[src/rtl/dmem_arbiter_pkg.sv]
// Shared types for the data-memory arbiter: FSM state and read-owner encodings.
package dmem_arb_pkg;

  typedef enum logic [1:0] {
    IDLE = 2'd0,
    CPU  = 2'd1,
    EXT  = 2'd2
  } state_e;

  typedef enum logic {
    OWN_CPU = 1'b0,
    OWN_EXT = 1'b1
  } owner_e;

  // Bits needed to hold the values 0..max (never less than one bit).
  function automatic int unsigned cnt_width(input int unsigned max);
    return (max < 2) ? 1 : $clog2(max + 1);
  endfunction

endpackage

[src/rtl/dmem_arbiter_sat_counter.sv]
// Saturating up-counter with a priority clear; used as the host starvation counter.
module sat_counter
  import dmem_arb_pkg::*;
#(
  parameter int unsigned MAX = 4,
  localparam int unsigned W = cnt_width(MAX)
) (
  input  logic         clk,
  input  logic         arst,
  input  logic         inc,
  input  logic         clr,
  output logic [W-1:0] count,
  output logic         at_max
);

  localparam logic [W-1:0] MAX_V = W'(MAX);

  // Count up on inc until MAX is reached; clr wins over inc.
  always_ff @(posedge clk or posedge arst) begin
    if (arst) begin
      count <= '0;
    end else if (clr) begin
      count <= '0;
    end else if (inc && (count != MAX_V)) begin
      count <= count + 1'b1;
    end
  end

  // Saturation flag seen by the arbiter.
  always_comb begin
    at_max = (count == MAX_V);
  end

endmodule

[src/rtl/dmem_arbiter.sv]
// Single-port data SRAM arbiter between the CPU MEM stage and the host port.
// CPU has fixed priority; the starvation counter forces a host slot.
module dmem_arbiter
  import dmem_arb_pkg::*;
#(
  parameter int unsigned ADDR_W     = 10,
  parameter int unsigned DATA_W     = 32,
  parameter int unsigned STARVE_MAX = 4
) (
  input  logic              clk,
  input  logic              arst,
  input  logic              cpu_req,
  input  logic              cpu_wen,
  input  logic [ADDR_W-1:0] cpu_addr,
  input  logic [DATA_W-1:0] cpu_wdata,
  output logic [DATA_W-1:0] cpu_rdata,
  output logic              cpu_rvalid,
  output logic              cpu_stall,
  input  logic              ext_req,
  input  logic              ext_wen,
  input  logic [ADDR_W-1:0] ext_addr,
  input  logic [DATA_W-1:0] ext_wdata,
  output logic              ext_gnt,
  output logic [DATA_W-1:0] ext_rdata,
  output logic              ext_rvalid,
  output logic [ADDR_W-1:0] mem_addr,
  output logic              mem_wen,
  output logic              mem_ren,
  output logic [DATA_W-1:0] mem_wdata,
  input  logic [DATA_W-1:0] mem_rdata
);

  localparam int unsigned CW = cnt_width(STARVE_MAX);
  localparam logic [CW-1:0] STARVE_V = CW'(STARVE_MAX);

  state_e        state_q, state_d;
  logic          ext_win, cpu_win;
  logic [CW-1:0] starve_cnt;
  logic          starve_full;
  logic          rd_pend;
  owner_e        rd_owner;

  sat_counter #(.MAX(STARVE_MAX)) u_starve (
    .clk    (clk),
    .arst   (arst),
    .inc    (ext_req & ~ext_win),
    .clr    (ext_win),
    .count  (starve_cnt),
    .at_max (starve_full)
  );

  // Same-cycle grant: host wins when the CPU is idle or the host has starved long enough.
  always_comb begin
    ext_win = ext_req & (~cpu_req | starve_full);
    cpu_win = cpu_req & ~ext_win;
    assert (starve_full == (starve_cnt == STARVE_V));
  end

  // State register: remembers the last owner of the SRAM.
  always_ff @(posedge clk or posedge arst) begin
    if (arst) begin
      state_q <= IDLE;
    end else begin
      state_q <= state_d;
    end
  end

  // Next state follows the winner and holds when nobody requests.
  always_comb begin
    state_d = state_q;
    if (ext_win) begin
      state_d = EXT;
    end else if (cpu_win) begin
      state_d = CPU;
    end
  end

  // Output decode: drive the SRAM from the winner and flag the denied CPU.
  always_comb begin
    mem_addr  = '0;
    mem_wdata = '0;
    mem_wen   = 1'b0;
    mem_ren   = 1'b0;
    if (ext_win) begin
      mem_addr  = ext_addr;
      mem_wdata = ext_wdata;
      mem_wen   = ext_wen;
      mem_ren   = ~ext_wen;
    end else if (cpu_win) begin
      mem_addr  = cpu_addr;
      mem_wdata = cpu_wdata;
      mem_wen   = cpu_wen;
      mem_ren   = ~cpu_wen;
    end
    ext_gnt   = ext_win;
    cpu_stall = cpu_req & ~cpu_win;
  end

  // Read-return tracking: every cycle's issue overwrites the pending slot.
  always_ff @(posedge clk or posedge arst) begin
    if (arst) begin
      rd_pend  <= 1'b0;
      rd_owner <= OWN_CPU;
    end else begin
      rd_pend <= mem_ren;
      if (mem_ren) begin
        rd_owner <= ext_win ? OWN_EXT : OWN_CPU;
      end
    end
  end

  // Route SRAM read data to the requester that issued the read.
  always_comb begin
    cpu_rvalid = rd_pend & (rd_owner == OWN_CPU);
    ext_rvalid = rd_pend & (rd_owner == OWN_EXT);
    cpu_rdata  = cpu_rvalid ? mem_rdata : '0;
    ext_rdata  = ext_rvalid ? mem_rdata : '0;
  end

endmodule

[config.mk]
export PLATFORM = sky130hd
export DESIGN_NAME = dmem_arbiter
export DESIGN_NICKNAME = d
export VERILOG_FILES = /design/src/rtl/dmem_arbiter_pkg.sv /design/src/rtl/dmem_arbiter_sat_counter.sv /design/src/rtl/dmem_arbiter.sv
export SDC_FILE = /design/constraint.sdc
export NUM_CORES = 1
export LEC_CHECK = 0
export BUFFER_PORTS_ARGS = -buffer_cell sky130_fd_sc_hd__buf_2
export CORE_AREA = 2 2 90 92
export DETAILED_ROUTE_END_ITERATION = 8
export DIE_AREA = 0 0 92 94
export PLACE_DENSITY_LB_ADDON = 0.15
export SYNTH_ARGS = -nofsm -noshare
export SYNTH_HDL_FRONTEND = slang
export SYNTH_HIERARCHICAL = 1
export SYNTH_SLANG_ARGS = --single-unit
[constraint.sdc]
create_clock -name clk -period 2.77 [get_ports clk]
set_input_delay 0.554 -clock clk [delete_from_list [all_inputs] [get_ports clk]]
set_output_delay 0.554 -clock clk [all_outputs]
set_load 0.1 [all_outputs]
# Word level (Yosys, flattened, before mapping)
# Cells that the tools add are included.
[word_totals]
output_inout_bits = 112
in_bits = 122
register_bits = 5
[op_classes]
n_addsub = 1
muxes = 13
eq_ne = 2
n_bitwise = 13
reduce_logical = 2
[op_table]
columns = ["cell", "n"]
rows = [
  ["$mux 32", 4],
  ["$mux 10", 2],
  ["$and 1x1->1", 6],
  ["$mux 3", 2],
  ["$not 1->1", 6],
  ["$mux 1", 5],
  ["$add 3x1->3 const B", 1],
  ["$eq 3x3->1 const B", 1],
  ["$ne 3x3->1 const B", 1],
  ["$reduce_bool 2->1", 1],
  ["$logic_and 1x1->1", 1],
  ["$or 1x1->1", 1],
]

# Depth between registers and ports, before layout
# Gate-level depths: netlist (run 1).
[logic_depth]
ltp_word = 8
mapped_depth = 9
depth_no_buf = 8

# Modules after synthesis
# Netlist (run 1), hierarchy kept.
[by_module_without_submodules]
columns = ["mod", "cells_per_inst", "n_inst", "area_each_um2"]
rows = [
  ["dmem_arbiter", 144, 1, 1078.5],
  ["sat_counter", 19, 1, 201.4],
]

# Worst setup path after synthesis (run 1)
# OpenSTA, ideal clock, no wires.
[synth_path]
kind = "register to output"
start = "reg u_starve.count[0]"
end = "out mem_wen"
path_slack_ns = -0.943
required_ns = 2.216
path_stages_with_launch = 7
t_arrival_ns = 3.159
path_buffers = 0
cell_sequence = "dfrtp_1 inv_1 ha_1 and2_1 nand2b_4 nand2_4 o21ai_0"
[synth_via]
elab_chain_len = 7
[synth_lines]
columns = ["element", "line_no", "text"]
rows = [
  ["start: declaration", "dmem_arbiter_sat_counter.sv:12", "output logic [W-1:0] count,"],
  ["start signal: assignment", "dmem_arbiter_sat_counter.sv:25", "count <= count + 1'b1;"],
  ["$eq 3x3->1 *", "dmem_arbiter_sat_counter.sv:31", "at_max = (count == MAX_V);"],
  ["named net starve_full", "dmem_arbiter.sv:39", "logic starve_full;"],
  ["$or 1x1->1 *", "dmem_arbiter.sv:54", "ext_win = ext_req & (~cpu_req | starve_full);"],
  ["$and 1x1->1 *", "dmem_arbiter.sv:54", ""],
  ["$not 1->1", "dmem_arbiter.sv:55", "cpu_win = cpu_req & ~ext_win;"],
  ["$and 1x1->1", "dmem_arbiter.sv:55", ""],
  ["$mux 1", "dmem_arbiter.sv:89", "end else if (cpu_win) begin"],
  ["$mux 1 *", "dmem_arbiter.sv:84", "if (ext_win) begin"],
  ["end: declaration", "dmem_arbiter.sv:27", "output logic mem_wen,"],
]
# The timed path passes the listed nets; every way through them passes the cells marked *.

# Worst setup path in the final report (run 1)
[layout_path]
start = "reg u_starve.count[0]"
end = "out mem_addr[2]"
[layout_via]
elab_chain_len = 7
[layout_lines]
columns = ["element", "line_no", "text"]
rows = [
  ["$eq 3x3->1 *", "dmem_arbiter_sat_counter.sv:31", ""],
  ["named net starve_full", "dmem_arbiter.sv:39", ""],
  ["$or 1x1->1 *", "dmem_arbiter.sv:54", ""],
  ["$and 1x1->1 *", "dmem_arbiter.sv:54", ""],
  ["$not 1->1", "dmem_arbiter.sv:55", ""],
  ["$and 1x1->1", "dmem_arbiter.sv:55", ""],
  ["$mux 10", "dmem_arbiter.sv:89", ""],
  ["$mux 10 *", "dmem_arbiter.sv:84", ""],
  ["end: declaration", "dmem_arbiter.sv:26", "output logic [ADDR_W-1:0] mem_addr,"],
]
# Marks and branches as above.

==> impl_metrics.yaml, run 1 <==
outcome:
  outcome: "complete, no violations"
power:
  p_leak_nw: 2.09
  peakVddDrop_mv: 0.267
  p_per_area_nw_per_um2: 465
placement:
  io_buffer_count: 233
  globalplace.congestion: 0.761
  dp_slack_ns: 0.239
  hpwl_um: 6320
  dp_cells: 489
detailed_routing:
  wl_per_cell_um: 14.5
  ant_nets: 0
  firstDrtPassIters: 4
  avgViaCountPerCell: 4.34
  drt-total-wl_um: 7150
  initialDrtViolationCount: 53
  drc: 0
  vias: 2143
clocking:
  cts_inserted_buffers: 3
  ctsResizeCount: 0
  clk_pin_slew_ns: 0.04
  clockBufferDepth: 2
  cts_tree: "built"
  worstSkewPairLatency_ns: 0.22
  htreeDepth: 1
  postCtsSetupRepairBufs: 0
  cts-root-buf: "clkbuf_8"
  cts_sinks: 5
  hold_buffers: 0
yosys:
  syn_inst: 163
  yosysWarnings: 6
  ys_types: 29
  synth.avg_cell_area_um2: 7.85
  syn_nets: 287
  ys_seq_elements: 5
  synth_seq_area_share_pct: 9.78
  synth_area_um2: 1280
die:
  dieArea_um2: 8650
  core_area_um2: 7610
  fp-row-count: 32
  die_y_um: 94
  die_w_um: 92
  num_io_pins: 234
  start_util_pct: 16.8
global_route:
  grt_pass1_wl_um: 10700
  grt_overflow: 0
  track_usage_pct: 15.2
  antenna_found_initial: 1
  grt_pass1_vias: 2119
  grt_max_degree: 29
worst_setup_path:
  cp_common_cell: "buf_12"
  r2r-end: "u_starve/count[0]"
  crit_arrival_ns: 2.04
  worstSetupPathType: "register to primary output"
  path_buf_inv: 4
  reg2reg_slack_ns: 0.89
  critPathTopFamily: "simple AND/OR/NAND/NOR gates"
  critical_path.startpoint: "u_starve/count[0]"
  crit_required_ns: 2.22
  slowest_stage: "dfrtp_1"
  end_kind: "primary output"
  start_kind: "register"
  rr_worst_depth: 7
  max_stage_delay_ns: 0.37
  crit_chain: "inv_1 > ha_1 > and2_2 > nand2b_4 > nand2_4 > inv_8 > buf_12 > a22o_2 > buf_12"
  crit_fanout: 21
  r2r_start: "u_starve/count[0]"
sta:
  finalCritPeriodShare_pct: 93.8
  fin_ws_ns: 0.173
  skew_ns: 0.00204
  timing.fmax_mhz: 385
  finalSetupViolCount: 0
  hold_violations: 0
  timing.slew.headroom_pct: 52.3
  fin_crit_ns: 2.60
  hold_ws_ns: 0.186
  rsz0062_at_grt: "false"
  max_slew.worst_pin.slew_ns: 0.716
  setup-tns-final_ns: 0
  slew_violations: 0
layout:
  drive_above_1_share_pct: 68.0
  fillers: 747
  area_growth_pct: 194
  finalNonFillerCells: 494
  utilization_pct: 49.5
  final_nets: 516
min_path:
  min-delay-path-class: "input port to asynchronous set/reset pin"
job:
  cap_violations: 0
[synth_stat cells (all sizes together)]
cell type  number  share of area (%)
mux2            1                1.2
clkbuf          8                2.3
nor3            1               0.78
a21oi           3                1.2
and2           34                 17
mux2i           1               0.78
a21o            1               0.59
inv             8                2.5
a21boi          2                2.3
o22ai           1               0.98
buf             9                7.4
nand2b          3                2.1
and3           33                 16
nor2b           2                1.2
and4b           1               0.78
nand2           2                1.2
dfrtp           5                9.8
ha              2                2.0
a22o           42                 29
o21ai           2               0.78
nor2            2               0.59
[state kept, by name (all words and copies together), names as in the netlist]
name            cells
rd_owner            1
rd_pend             1
u_starve/count      3
[per-layer routing]
layer | vias up | wire [um] | global-route usage [%]
li1 | 1057 | - | -
met4 | 0 | 8 | 1.12
met1 | 945 | 2500 | 16.4
met5 | - | 0 | 0
met3 | 2 | 812 | 5.86
met2 | 139 | 3830 | 29.3
[through the flow]
stage	power [mW]	instance area, um2
after floorplan	1.09	1290
after global placement	1.61	3710
after detailed placement	1.63	3710
after CTS	1.76	3750
after global routing	1.82	3760
final	1.75	3760
[report_power, final]
part,switching [mW],total [mW],internal (mW)
Sequential,0.0241,0.110,0.0861
Clock,0.0349,0.134,0.0987
Combinational,0.992,1.51,0.514
Total,1.05,1.75,0.699
[kinds of logic (layout without fill, tap and decap cells)]
family / count (synthesis) / after routing / synth area share (%)
buf+inv: 25 / 253 / 12.3
flops: 5 / 5 / 9.78
other cells: 0 / 1 / 0
compound gates: 51 / 51 / 34.6
simple gates: 78 / 78 / 39.4
fa+ha+maj: 2 / 2 / 1.95
mux: 2 / 2 / 1.95
[layout by cell type (no fill, tap or decap), drive strengths merged, types with 2 or more instances in the layout]
master,Yosys,layout
a22o,42,42
and3,33,33
a21boi,2,2
nand2,2,2
nor2b,2,2
and2,34,34
clkbuf,8,4
a21oi,3,3
ha,2,2
inv,8,8
nand2b,3,3
nor2,2,2
dfrtp,5,5
buf,9,241
o21ai,2,2
[worst max path at each step]
stage	end	cells past startpoint
6_report	mem_addr[2]	9
5_1_grt	mem_addr[2]	9
4_1_cts	mem_wdata[2]	9
3_5_place_dp	mem_wdata[2]	9
3_3_place_gp	mem_wdata[31]	9
2_1_floorplan	mem_ren	7
[layout make-up]
| cell class | instances | area (um2) | area share [%] |
|---|---|---|---|
| antenna | 1 | 2.50 | 0.0665 |
| clock buffer | 4 | 45.0 | 1.20 |
| inverter | 8 | 37.5 | 0.997 |
| multi-input combinational | 133 | 1010 | 26.9 |
| sequential | 5 | 125 | 3.32 |
| tap | 102 | 128 | 3.39 |
| timing repair buffer | 241 | 2410 | 64.1 |
Power figures use the tool's default switching activity.
==> inputs of run 2 (changes only) <==
--- a/config.mk
+++ b/config.mk
@@ -6,6 +6,7 @@
 export NUM_CORES = 1
 export LEC_CHECK = 0
 export BUFFER_PORTS_ARGS = -buffer_cell sky130_fd_sc_hd__buf_2
+export CAP_MARGIN = 15
 export CORE_AREA = 2 2 90 92
 export DETAILED_ROUTE_END_ITERATION = 8
 export DIE_AREA = 0 0 92 94
==> constraint.sdc (replaced) <==
create_clock -name clk -period 2.77 [get_ports clk]
set_input_delay 0.6925 -clock clk [delete_from_list [all_inputs] [get_ports clk]]
set_output_delay 0.6925 -clock clk [all_outputs]
set_load 0.1 [all_outputs]
==> run 2 against run 1 <==
Effect of this change: sequential power fell by 13%; critical endpoint is now mem_addr[1]; non-clock buffer count did not move; combinational power barely moved; cell area rose by 0.93%; critical path depth did not move; via count fell by 0.14%; largest power group unchanged; core utilization rose by 0.46 points; clock skew fell by 0.0019 ns; clock-buffer cell count did not move.
==> impl_metrics.yaml, run 2 (same netlist as run 1, synthesis figures left out) <==
worst_setup_path:
  slowest_stage: "dfrtp_1"
  crit_chain: "inv_1 > ha_1 > and2_4 > nand2b_4 > nand2_4 > inv_8 > buf_12 > a22o_2 > buf_12"
  end_kind: "primary output"
  worstSetupPathType: "register to primary output"
  path_buf_inv: 4
  crit_required_ns: 2.08
  crit_arrival_ns: 1.96
  crit_cells: 9
  cp_common_cell: "buf_12"
  rr_worst_depth: 7
  critPathTopFamily: "buffers and inverters"
  crit_fanout: 19
  start_kind: "register"
  max_stage_delay_ns: 0.37
  reg2reg_slack_ns: 0.99
placement:
  hpwl_um: 6140
  globalplace.congestion: 0.808
  io_buffer_count: 233
clocking:
  cts-root-buf: "clkbuf_8"
  worstSkewPairLatency_ns: 0.22
  clk_pin_slew_ns: 0.03
  clockBufferDepth: 2
  cts_tree: "built"
  cts_inserted_buffers: 3
  htreeDepth: 1
  cts_sinks: 5
die:
  core_area_um2: 7610
  die_w_um: 92
  dieArea_um2: 8650
  start_util_pct: 16.8
  num_io_pins: 234
  fp-row-count: 32
  die_y_um: 94
layout:
  reg.largest.list: "u_starve/count (3), rd_owner (1), rd_pend (1)"
  fillers: 702
  final_nets: 516
  largest_register: "u_starve/count"
  layout_common_cells: "buf_2, buf_12, and2_1, a22o_1, and3_1"
  layout_commonest_cell: "buf_2"
  area_growth_pct: 197
  drive_above_1_share_pct: 68.0
  largest_reg_flops: 3
detailed_routing:
  ant_nets: 0
  initialDrtViolationCount: 62
  drt-total-wl_um: 7040
  wl_per_cell_um: 14.2
  firstDrtPassIters: 4
  drc: 0
  vias: 2140
  avgViaCountPerCell: 4.33
sta:
  finalSetupViolCount: 0
  hold_ws_ns: 0.327
  setup-tns-final_ns: 0
  timing.slew.headroom_pct: 66.9
  fin_crit_ns: 2.65
  skew_ns: 0.000177
  slew_violations: 0
  max_slew.worst_pin.slew_ns: 0.501
  hold_violations: 0
  finalCritPeriodShare_pct: 95.7
  timing.fmax_mhz: 377
  rsz0062_at_grt: "false"
outcome:
  outcome: "complete, no violations"
job:
  cap_violations: 0
global_route:
  antenna_found_initial: 1
  track_usage_pct: 14.7
  grt_pass1_vias: 2075
  grt_max_degree: 45
  grt_overflow: 0
  grt_pass1_wl_um: 10200
power:
  peakVddDrop_mv: 0.169
  p_per_area_nw_per_um2: 465
  p_leak_nw: 2.10
min_path:
  min-delay-path-class: "input port to asynchronous set/reset pin"
-- run 2: metal layers --
layer	part of all wire, %	GRT usage (%)	vias up	wire length (um)
met5	0	0	-	0
met4	0.20	1.49	0	14
met3	12	5.86	3	860
met2	54	29.5	146	3810
met1	33	14.6	938	2350
li1	-	-	1053	-
-- run 2: metrics by stage --
step | utilization [%] | total power, mW | worst slack (ns) | area [um2] | std cells
floorplan | - | 1.09 | 0.00180 | 1290 | 163
global placement | 49.1 | 1.62 | 0.268 | 3740 | 488
detailed placement | 49.1 | 1.63 | 0.202 | 3740 | 488
CTS | 49.7 | 1.77 | 0.0168 | 3780 | 492
global route | 49.9 | 1.83 | 0.00795 | 3800 | 493
finish | 50.0 | 1.77 | 0.120 | 3800 | 494
-- run 2: final timing paths --
path / startpoint / endpoint
worst min-delay path: arst / rd_pend
max in group asynchronous: arst / u_starve/count[0]
min in group clk: u_starve/count[2] / u_starve/count[2]
worst max-delay path: u_starve/count[1] / mem_addr[1]
worst max register to register: u_starve/count[1] / u_starve/count[0]
worst min register to register: u_starve/count[2] / u_starve/count[2]
-- run 2: cell type report --
cell class | count | area [um2] | share of cell area [%]
Inverter | 8 | 37.5 | 0.988
Clock buffer | 4 | 45.0 | 1.19
Timing Repair Buffer | 241 | 2450 | 64.4
Multi-Input combinational cell | 133 | 1010 | 26.7
Antenna cell | 1 | 2.50 | 0.0659
Tap cell | 102 | 128 | 3.36
Sequential cell | 5 | 125 | 3.29
-- run 2: what timing repair did --
item,4_1_cts,5_1_grt
gates resized for setup,1,3
endpoints found under the setup margin,36,36
hold endpoints to repair,0,0
hold buffers,0,0
buffers inserted,0,1
-- run 2: power by group --
part / switching (mW) / total [mW] / internal (mW)
sequential: 0.00962 / 0.0960 / 0.0864
combinational: 1.01 / 1.54 / 0.527
clock: 0.0345 / 0.133 / 0.0986
total: 1.05 / 1.77 / 0.712
==> inputs of run 3 (changes only) <==
--- a/config.mk
+++ b/config.mk
@@ -5,12 +5,13 @@
 export SDC_FILE = /design/constraint.sdc
 export NUM_CORES = 1
 export LEC_CHECK = 0
+export ABC_AREA = 1
 export BUFFER_PORTS_ARGS = -buffer_cell sky130_fd_sc_hd__buf_2
 export CAP_MARGIN = 15
-export CORE_AREA = 2 2 90 92
+export CORE_AREA = 2 2 91 93
 export DETAILED_ROUTE_END_ITERATION = 8
-export DIE_AREA = 0 0 92 94
-export PLACE_DENSITY_LB_ADDON = 0.15
+export DIE_AREA = 0 0 93 95
+export PLACE_DENSITY = 0.58
 export SYNTH_ARGS = -nofsm -noshare
 export SYNTH_HDL_FRONTEND = slang
 export SYNTH_HIERARCHICAL = 1
==> run 3 against run 2 <==
Effect of this change: wire length fell by 15%; sequential share of layout area rose by 0.42 points; register-to-register slack improved by 0.07 ns; largest power group unchanged; largest cell class unchanged; critical endpoint is now mem_ren; critical path depth rose by 2; global-route usage fell by 2.5 points.
==> impl_metrics.yaml, run 3 <==
min_path:
  min-delay-path-class: "input port to asynchronous set/reset pin"
global_route:
  track_usage_pct: 12.2
  grt_pass1_vias: 2050
  grt_pass1_wl_um: 8840
  grt_overflow: 0
  grt_max_degree: 47
  antenna_found_initial: 0
layout:
  largest_register: "u_starve/count"
  largest_reg_flops: 3
  reg.largest.list: "u_starve/count (3), rd_owner (1), rd_pend (1)"
  final_nets: 640
  fillers: 823
  layout_commonest_cell: "buf_2"
  utilization_pct: 42.5
  layout_common_cells: "buf_2, nand2_1, inv_1, buf_12, nor2_1"
  finalNonFillerCells: 621
  area_growth_pct: 156
  drive_above_1_share_pct: 55.3
  final_area_um2: 3370
clocking:
  cts_sinks: 5
  postCtsSetupRepairBufs: 0
  clockBufferDepth: 2
  clk_pin_slew_ns: 0.04
  cts_inserted_buffers: 3
  htreeDepth: 1
  cts-root-buf: "clkbuf_8"
  cts_tree: "built"
  worstSkewPairLatency_ns: 0.22
sta:
  rsz0062_at_grt: "false"
  slew_violations: 0
  finalCritPeriodShare_pct: 93.3
  finalSetupViolCount: 0
  timing.slew.headroom_pct: 67.2
  fin_ws_ns: 0.185
  hold_violations: 0
  fin_crit_ns: 2.58
  hold_ws_ns: 0.330
  skew_ns: 0.00226
  max_slew.worst_pin.slew_ns: 0.493
  timing.fmax_mhz: 387
detailed_routing:
  initialDrtViolationCount: 17
  vias: 2388
  drc: 0
  drt-total-wl_um: 6010
  wl_per_cell_um: 9.68
  ant_nets: 0
  firstDrtPassIters: 4
  avgViaCountPerCell: 3.85
yosys:
  ys_seq_elements: 5
  synth_top_flop_cell: "dfrtp_1"
  syn_nets: 413
  synth_top_cell_by_area: "nand2_1"
  synth-edff-count: 0
  synth_common_cells: "nand2_1, nor2_1, inv_1"
  synth.most_common_cell: "nand2_1"
  yosysWarnings: 6
  synth.top_cell.area_share_pct: 38.4
  ys_async_sr_fraction_pct: 100
  ys_types: 15
  synth.avg_cell_area_um2: 4.56
  syn_inst: 289
  synth_seq_area_share_pct: 9.49
  synth_area_um2: 1320
  synthTopCellsByArea: "nand2_1, nor2_1, inv_1"
power:
  clkPwrFrac_pct: 8.6
  p_seq_share_pct: 5.8
  p_per_area_nw_per_um2: 463
  p_leak_nw: 2.19
  power_switching_mw: 1.03
  peakVddDrop_mv: 0.171
  intPower_uw: 531
  switching_share_pct: 66.0
  p_comb_share_pct: 85.6
worst_setup_path:
  r2r_start: "u_starve/count[0]"
  worstSetupPathType: "register to primary output"
  r2r-end: "u_starve/count[1]"
  crit_arrival_ns: 1.89
  start_kind: "register"
  end_kind: "primary output"
  crit_fanout: 46
  rr_worst_depth: 11
  crit_required_ns: 2.08
  reg2reg_slack_ns: 1.06
die:
  die_w_um: 93
  fp-row-count: 33
  num_io_pins: 234
  start_util_pct: 16.6
  dieArea_um2: 8840
  die_y_um: 95
  core_area_um2: 7930
placement:
  dp_cells: 616
  dp_slack_ns: 0.180
  globalplace.congestion: 0.791
  placed_cell_area_um2: 3310
  io_buffer_count: 233
  hpwl_um: 5430
job:
  cap_violations: 0
outcome:
  outcome: "complete, no violations"
run 3: cell types whose count changed after synthesis, sizes merged, moves of 3 or more:
cell / delta
nand2b: -3
and2: -34
inv: +42
nand2: +141
clkbuf: -7
and3: -33
nor2: +67
a22o: -42
buf: +4
run 3: final cells by class:
type                    instances  area (um2)  area share [%]
multi-input cells             220         976            28.9
repair buffers                236        1890            56.1
diodes                          1        2.50          0.0742
clock buffers                   4        45.0            1.34
inverters                      50         200            5.94
flip-flops and latches          5         125            3.71
well taps                     105         131            3.90
run 3: per-layer routing:
metal  GRT usage, %  up-vias  routed length [um]
li1               -     1266                   -
met1           11.1      976                1960
met2           26.1      141                3280
met3           3.03        5                 717
met4           3.06        0                  57
met5              0        -                   0
run 3: how the worst max path moves through the flow:
stage | start | slack, ns | endpoint
6_report | u_starve/count[0] | 0.19 | mem_ren
3_3_place_gp | u_starve/count[0] | 0.27 | mem_ren
3_5_place_dp | u_starve/count[0] | 0.18 | mem_ren
4_1_cts | u_starve/count[0] | 0.03 | mem_ren
2_1_floorplan | rd_owner | -0.09 | cpu_rdata[10]
5_1_grt | u_starve/count[0] | 0.005 | mem_ren
run 3: worst max-delay path: stages, from the launching register on:
cell and delay, ns:
dfrtp_1 0.35, inv_1 0.07, ha_1 0.22, nand2_2 0.09, inv_1 0.09, inv_2 0.05
nand2_1 0.06, nand2_2 0.14, clkinv_8 0.18, nand2_1 0.12, nand2_1 0.10, buf_12 0.18
run 3: cell families after synthesis:
kind of cell	share of synthesized area, %
and+or+nand+nor	63.6
buffers and inverters	23.4
DFF	9.49
AOI/OAI and AO/OA	1.61
adders and majority gates	1.90
run 3: timing repair:
| item | 4_1_cts | 5_1_grt |
|---|---|---|
| endpoints found under the setup margin | 25 | 44 |
| resized for setup | 1 | 2 |
| pin swaps | 0 | 0 |
| hold buffers | 0 | 0 |
run 3: metrics by stage:
step / power (mW) / TNS (ns)
CTS: 1.58 / 0
finish: 1.56 / 0
floorplan: 1.04 / -2.71
global route: 1.63 / 0
detailed placement: 1.44 / 0
global placement: 1.43 / 0
run 3: power groups by stage:
stage                     combinational [mW]  sequential (mW)  clock (mW)
after global placement                  1.34           0.0912           0
after global routing                    1.39           0.0921       0.143
after floorplan                        0.954           0.0903           0
final                                   1.34           0.0909       0.134
after detailed placement                1.35           0.0921           0
after CTS                               1.35           0.0912       0.138
